### src/rtl/string_to_board.sv
// string_to_board: rebuilds a 16 x 20-bit board from ASCII text; define STB_POW2_CHECK_EN to reject non-power-of-two tiles.
// One char per cycle, no backpressure; board/done update on the edge that samples tile 15's terminating separator.
module string_to_board (
  input  logic         clk,
  input  logic         rst,
  input  logic         start,
  input  logic [7:0]   char_in,
  input  logic         char_valid,
  output logic [319:0] board,
  output logic         done,
  output logic         busy,
  output logic         error,
  output logic [4:0]   tile_idx
);

  typedef enum logic [2:0] {IDLE, SEP, NUM, DOT, ERR} state_t;

  state_t         state;
  logic [319:0]   shadow;
  logic [319:0]   shadow_next;
  logic [19:0]    acc;
  logic [19:0]    commit_val;
  logic [24:0]    acc_next;
  logic [8:0]     tile_base;
  logic           is_digit;
  logic           is_dot;
  logic           is_sep;
  logic           val_ok;
  logic           commit;
  logic           fail;

  always_comb begin
    is_digit   = (char_in >= 8'h30) && (char_in <= 8'h39);
    is_dot     = (char_in == 8'h2E);
    is_sep     = (char_in == 8'h20) || (char_in == 8'h7C) || (char_in == 8'h2C) ||
                 (char_in == 8'h0A) || (char_in == 8'h0D);
    // 25 bits holds 1048575*10+9, so overflow is detected before truncation
    acc_next   = ({5'd0, acc} * 25'd10) + {21'd0, char_in[3:0]};
    commit_val = (state == NUM) ? acc : 20'd0;
    tile_base  = {5'd0, tile_idx[3:0]} * 9'd20;
    shadow_next = shadow;
    shadow_next[tile_base +: 20] = commit_val;
`ifdef STB_POW2_CHECK_EN
    val_ok = (commit_val == 20'd0) ||
             (!commit_val[0] && ((commit_val & (commit_val - 20'd1)) == 20'd0));
`else
    val_ok = 1'b1;
`endif

    commit = 1'b0;
    fail   = 1'b0;
    if (!start && char_valid) begin
      case (state)
        SEP: fail = !(is_digit || is_dot || is_sep);
        NUM: begin
          if (is_digit)    fail   = (acc_next > 25'd1048575);
          else if (is_sep) commit = 1'b1;
          else             fail   = 1'b1;
        end
        DOT: begin
          if (is_sep) commit = 1'b1;
          else        fail   = 1'b1;
        end
        default: ;
      endcase
    end
    if (commit && !val_ok) begin
      commit = 1'b0;
      fail   = 1'b1;
    end
  end

  always_ff @(posedge clk) begin
    if (rst) begin
      state    <= IDLE;
      board    <= '0;
      shadow   <= '0;
      acc      <= '0;
      done     <= 1'b0;
      busy     <= 1'b0;
      error    <= 1'b0;
      tile_idx <= '0;
    end else begin
      done <= 1'b0;
      if (start) begin
        state    <= SEP;
        busy     <= 1'b1;
        error    <= 1'b0;
        tile_idx <= '0;
        shadow   <= '0;
        acc      <= '0;
      end else if (fail) begin
        state <= ERR;
        error <= 1'b1;
        busy  <= 1'b0;
      end else if (commit) begin
        shadow   <= shadow_next;
        tile_idx <= tile_idx + 5'd1;
        acc      <= '0;
        if (tile_idx == 5'd15) begin
          board <= shadow_next;
          done  <= 1'b1;
          busy  <= 1'b0;
          state <= IDLE;
        end else begin
          state <= SEP;
        end
      end else if (char_valid) begin
        case (state)
          SEP: begin
            if (is_digit) begin
              state <= NUM;
              acc   <= {16'd0, char_in[3:0]};
            end else if (is_dot) begin
              state <= DOT;
            end
          end
          NUM: if (is_digit) acc <= acc_next[19:0];
          default: ;
        endcase
      end
    end
  end

endmodule

### config.mk
export PLATFORM = sky130hd
export DESIGN_NAME = string_to_board
export DESIGN_NICKNAME = d
export VERILOG_FILES = /design/src/rtl/string_to_board.sv
export SDC_FILE = /design/constraint.sdc
export NUM_CORES = 1
export LEC_CHECK = 0
export CAP_MARGIN = 20
export CORE_ASPECT_RATIO = 1.4
export CORE_UTILIZATION = 58
export CTS_CLUSTER_SIZE = 8
export DETAILED_ROUTE_END_ITERATION = 10
export PLACE_DENSITY = 0.82
export SYNTH_ARGS = -nofsm -noshare
export SYNTH_HDL_FRONTEND = slang
export SYNTH_SLANG_ARGS = --single-unit
### constraint.sdc
create_clock -name clk -period 6.6 [get_ports clk]
set_clock_uncertainty 0.05 [all_clocks]
set_input_delay 0.66 -clock clk [delete_from_list [all_inputs] [get_ports clk]]
set_output_delay 0.66 -clock clk [all_outputs]
set_load 0.05 [all_outputs]
Yosys cells after proc, flatten, opt, wreduce, memory -nomap -nowiden
Index checks and enable logic that the tools add are counted.
Word-level totals
  bits in registers: 671
  bits of input ports: 12
  output and inout bits: 328
  word-level logic and storage cells: 95
Cells by class
  add/sub/neg operators: 3
  multipliers: 2
  magnitude comparators: 3
  equal/unequal tests: 12
  shift-type cells: 2
  mux-type cells: 28
  bitwise gates (word level): 3
  reduce and logical (&&, ||, !) cells: 32
Operator list (number)
  320-bit bitwise mux: 1
  20-bit by 11-bit variable shift with 320-bit output, first input constant: 1
  20-bit by 11-bit variable part select with 320-bit output: 1
  20-bit two-way mux: 5
  20-bit case mux with 2 select lines: 1
  24-bit by 4-bit adder with 25-bit output: 1
  25-bit by 20-bit > comparator with 1-bit output, second input constant: 1
  8-bit by 6-bit equality test with 1-bit output, second input constant: 3
  20-bit by 3-bit multiplier with 23-bit output, second input constant: 1
  3-bit two-way mux: 6
  3-bit nonzero test: 6
  8-bit by 4-bit equality test with 1-bit output, second input constant: 2
  1-bit two-way mux: 13
  4-bit nonzero test: 3
  9-bit negation with 11-bit output: 1
  3-bit AND reduction: 3
  8-bit by 7-bit equality test with 1-bit output, second input constant: 1
  8-bit by 6-bit greater-or-equal comparator with 1-bit output, second input constant: 1
  8-bit by 6-bit less-or-equal comparator with 1-bit output, second input constant: 1
  4-bit by 3-bit multiplier with 7-bit output, second input constant: 1
  3-bit by 2-bit equality test with 1-bit output, second input constant: 2
  1-bit logical OR: 6
  3-bit inequality test, second input constant: 2
  5-bit by 1-bit adder with 5-bit output, second input constant: 1
  other kinds (15): 21

Longest topological paths before layout
  depth in word-level cells: 12
  depth in mapped cells: 16
  mapped depth without buffers: 13

Worst setup path before layout
No wires, ideal clock.
  kind: register to register
  start: reg tile_idx[1]
  end: reg shadow[24]
  library setup time: 0.128 ns
  data arrival time: 4.391 ns
  path slack: 2.032 ns
  cell stages (with the launch flop): 13
  path buffers: 1
  period minus slack after synthesis: 4.568 ns
  path through: dfxtp_1 ha_1 ha_1 fa_1 or3_1 or2_2 xor2_1 nand2_1 clkbuf_1 nor3_1 nand2_1 a21oi_1 nor2_1
On the way
  cells in the longest elaborated chain, start to end: 4
  elaborated cells on any way between the ends: 5
  classes of those cells: 1 x add/sub; 1 x mul; 2 x shift; 1 x mux
Ends and longest elaborated chain
  from (decl): RTL line 13  | output logic [4:0] tile_idx
  from (signal assigned): RTL line 98  | tile_idx <= tile_idx + 5'd1;
  4-bit by 3-bit multiplier with 7-bit output (*): RTL line 40  | tile_base = {5'd0, tile_idx[3:0]} * 9'd20;
  9-bit negation with 11-bit output (*): RTL line 42  | shadow_next[tile_base +: 20] = commit_val;
  20-bit by 11-bit variable part select with 320-bit output or 20-bit by 11-bit variable shift with 320-bit output (tied branches): RTL line 42
  320-bit bitwise mux (*): RTL line 42
  to (signal assigned): RTL line 97  | shadow <= shadow_next;
  to (decl): RTL line 19  | logic [319:0] shadow;
Every way passes the cells marked *; elsewhere a longest branch is shown, timed or not.
A chain may end at the register's enable or synchronous reset.

Final worst setup path
  start: reg tile_idx[3]
  end: reg shadow[300]
Same word-level chain as after synthesis.

==> flow_summary.json <==
{
  "status": "complete, no violations",
  "critical_path_required_ns": 7.03,
  "tritoncts_clock_tree": "done",
  "synth_seq_cells": 671,
  "setup_viol": 0,
  "drt_drc_violations_left": 0,
  "setup.worst_path.end_class": "flip-flop",
  "final_core_utilization_pct": 70.8,
  "synth_area_per_cell_um2": 7.95,
  "sequential_cell_area_mm2": 0.0134,
  "cp.arrival_ns": 5.67,
  "portBuffers": 339,
  "placeableCoreArea_mm2": 0.0534,
  "dieArea_mm2": 0.0554,
  "maxSlewViolCount": 0,
  "drt_first_iter_violations": 2523,
  "synthDominantCellAreaShare_pct": 42.6,
  "initial_core_util_pct": 59.1,
  "grt_overflow": 0,
  "maxSlewHeadroom_pct": 22.2,
  "track_usage_pct": 36.8,
  "worstPathMaxFanout": 25,
  "synthDominantAreaCellType": "sky130_fd_sc_hd__dfxtp_1",
  "final_layout_size_suffix_gt1_share_pct": 6.39,
  "cts.clk_slew.worst_paths_ns": 0.05,
  "final_hold_viols": 0,
  "grt_max_degree": 173,
  "finalNetCount": 4239,
  "min_path_type": "reg2reg",
  "max_clock_freq_ghz": 0.191,
  "cts_repair_resize_count": 0,
  "sum_of_negative_setup_slack_ns": 0,
  "async_reset_ff_share_pct": 0,
  "fin_crit_sh_pct": 79.3,
  "tritoncts.num_buffers": 93,
  "total_wirelength_um": 104000,
  "multi_input_area_mm2": 0.0170,
  "mappedNetlistArea_mm2": 0.0316,
  "seq_area_frac_synth_pct": 42.6,
  "hpwl_um": 70400,
  "count_of_max_cap_constraint_violations": 0,
  "worst_slew_pin_slew_ns": 1.17,
  "rsz_0062_raised_after_global_routing": "false",
  "setup.worst_path.class": "reg2reg",
  "timing.final.crit_period_ns": 5.24,
  "cts_root_buffer": "sky130_fd_sc_hd__clkbuf_16",
  "timing.rr.end": "shadow[300]",
  "drtPass1Iterations": 7,
  "max-clock-path-buffers": 3,
  "numClockSinks": 671,
  "synth.net_count": 4033,
  "drt.antenna.violating_nets": 0,
  "antenna_found_initial": 0,
  "cts-hold-fix-buffers": 0,
  "cts.htree.levels": 3,
  "ys_top_cells_by_count": "sky130_fd_sc_hd__dfxtp_1 (671), sky130_fd_sc_hd__nand2_1 (590), sky130_fd_sc_hd__nor2_1 (580)",
  "clock_latency_ns": 0.64,
  "setup_fix_buffers_added_after_clock_tree_synthesis": 0,
  "synth.yosys.warnings": 0,
  "timing.reg2reg.worst_path_depth": 12,
  "synth_ff_type": "sky130_fd_sc_hd__dfxtp_1",
  "antennaDiodeCount": 0,
  "leak_pwr_nw": 12.0,
  "regToRegStartpoint": "tile_idx[3]",
  "die-height_um": 278,
  "floorplan.rows": 100,
  "synthesis.instances": 3970,
  "peakVddDrop_mv": 0.172,
  "timing.reg2reg.setup_slack_ns": 1.36,
  "final_weighted_congestion_in_routability_driven_placement": 1.04,
  "synth_top_cells_by_area": "sky130_fd_sc_hd__dfxtp_1 (43%), sky130_fd_sc_hd__a21oi_1 (7.1%), sky130_fd_sc_hd__nand2_1 (7.0%)",
  "synthDistinctLibCells": 78,
  "critical_path.startpoint_type": "flip-flop",
  "worstHoldStart": "board[113]",
  "area_growth_syn_to_layout_pct": 19.9,
  "holdPathStages": 2,
  "ios": 340,
  "powerDensity_mw_per_mm2": 221,
  "routed_wire_length_per_instance_um": 21.3,
  "synth_edf_count": 0,
  "final.fill_count": 4282,
  "yosys.cell_count.top_type": "sky130_fd_sc_hd__dfxtp_1",
  "detailroute.via_count": 30400,
  "post_detailed_route_via_to_cell_ratio": 6.20,
  "vias_in_the_first_global_route": 28400,
  "holdPathEnd": "board[113]",
  "fp.dieW_um": 199,
  "grt_first_pass_wirelength_um": 159000
}
-- stage by stage --
step,cells,hold slack [ns],worst slack [ns],power [mW],cell area [um2]
3_5_place_dp,4793,0.392,1.60,4.25,35400
3_3_place_gp,4792,0.388,1.63,4.25,35400
6_report,4895,0.397,1.36,8.35,37800
5_1_grt,4895,0.410,1.05,8.54,37800
4_1_cts,4893,0.399,1.56,8.36,37800
2_1_floorplan,3970,0.383,2.03,4.22,31600
-- layout make-up --
cell class,instances,share of cell area [%]
Multi-Input combinational cell,2981,44.9
Sequential cell,671,35.5
Timing Repair Buffer,411,10.7
Clock buffer,94,6.16
Tap cell,714,2.36
Clock inverter,6,0.265
Inverter,18,0.179
-- registers in the layout, indices dropped and copies added (netlist names) --
register / flops
state: 3
acc: 20
busy: 1
tile_idx: 5
done: 1
shadow: 320
error: 1
board: 320
-- layer usage --
metal / track usage [%] / vias to the layer above / share of wire, %
met3: 6.92 / 394 / 8.1
met1: 43.2 / 14100 / 37
met2: 60.7 / 1423 / 48
li1: - / 14400 / -
met4: 24.9 / 0 / 7.1
met5: 0 / - / 0
-- cells by family after synthesis --
group / after synthesis / share of synthesized area [%]
compound gates: 1030 / 20.3
xor+xnor: 35 / 0.971
fa+ha+maj: 51 / 2.09
buf+inv: 318 / 3.90
flops: 671 / 42.6
mux: 247 / 8.00
simple gates: 1618 / 22.2
-- how the worst max path moves through the flow --
stage | endpoint | depth (start not counted) | startpoint | slack (ns)
2_1_floorplan | shadow[24] | 12 | tile_idx[1] | 2.03
6_report | shadow[300] | 12 | tile_idx[3] | 1.36
3_3_place_gp | shadow[302] | 12 | tile_idx[3] | 1.63
5_1_grt | shadow[302] | 12 | tile_idx[3] | 1.05
3_5_place_dp | shadow[300] | 12 | tile_idx[3] | 1.60
4_1_cts | shadow[262] | 13 | tile_idx[3] | 1.56
-- worst max-delay path, cell delays in order, from the launching register on --
cell,delay (ns)
sky130_fd_sc_hd__dfxtp_1,0.52
sky130_fd_sc_hd__ha_1,0.31
sky130_fd_sc_hd__ha_1,0.23
sky130_fd_sc_hd__fa_1,0.56
sky130_fd_sc_hd__or3_1,0.45
sky130_fd_sc_hd__or2_2,0.34
sky130_fd_sc_hd__xor2_1,0.17
sky130_fd_sc_hd__buf_4,0.30
sky130_fd_sc_hd__nand2_1,0.73
sky130_fd_sc_hd__nor2_1,0.87
sky130_fd_sc_hd__nand2_1,0.27
sky130_fd_sc_hd__a21oi_1,0.22
sky130_fd_sc_hd__nor2_1,0.05
-- power by group --
| part | switching (mW) | internal [mW] |
|---|---|---|
| Sequential | 0.00287 | 4.06 |
| Combinational | 0.0854 | 0.0208 |
| Clock | 1.70 | 2.47 |
| Total | 1.79 | 6.56 |
-- layout by cell type, fill, tap and decap left out, types with 10 or more instances in the layout --
master,n
sky130_fd_sc_hd__and3_1,13
sky130_fd_sc_hd__nor2_1,579
sky130_fd_sc_hd__mux2i_1,206
sky130_fd_sc_hd__dfxtp_1,671
sky130_fd_sc_hd__mux2_2,41
sky130_fd_sc_hd__nand3_1,162
sky130_fd_sc_hd__buf_4,62
sky130_fd_sc_hd__a22oi_1,16
sky130_fd_sc_hd__o211ai_1,31
sky130_fd_sc_hd__clkbuf_16,93
sky130_fd_sc_hd__xor2_1,10
sky130_fd_sc_hd__or3_1,14
sky130_fd_sc_hd__nor3_2,28
sky130_fd_sc_hd__a311oi_1,19
sky130_fd_sc_hd__inv_1,18
sky130_fd_sc_hd__xnor2_1,25
sky130_fd_sc_hd__o21a_1,25
sky130_fd_sc_hd__nor3_1,136
sky130_fd_sc_hd__a21o_1,14
sky130_fd_sc_hd__a211oi_1,247
sky130_fd_sc_hd__o22ai_1,20
sky130_fd_sc_hd__ha_1,48
sky130_fd_sc_hd__nand2b_1,15
sky130_fd_sc_hd__and2_1,13
sky130_fd_sc_hd__nand4_1,13
sky130_fd_sc_hd__o21ai_0,125
sky130_fd_sc_hd__nand2_1,588
sky130_fd_sc_hd__a21oi_1,445
sky130_fd_sc_hd__clkdlybuf4s50_1,338
Note: power is estimated with default switching activity, not from simulation.
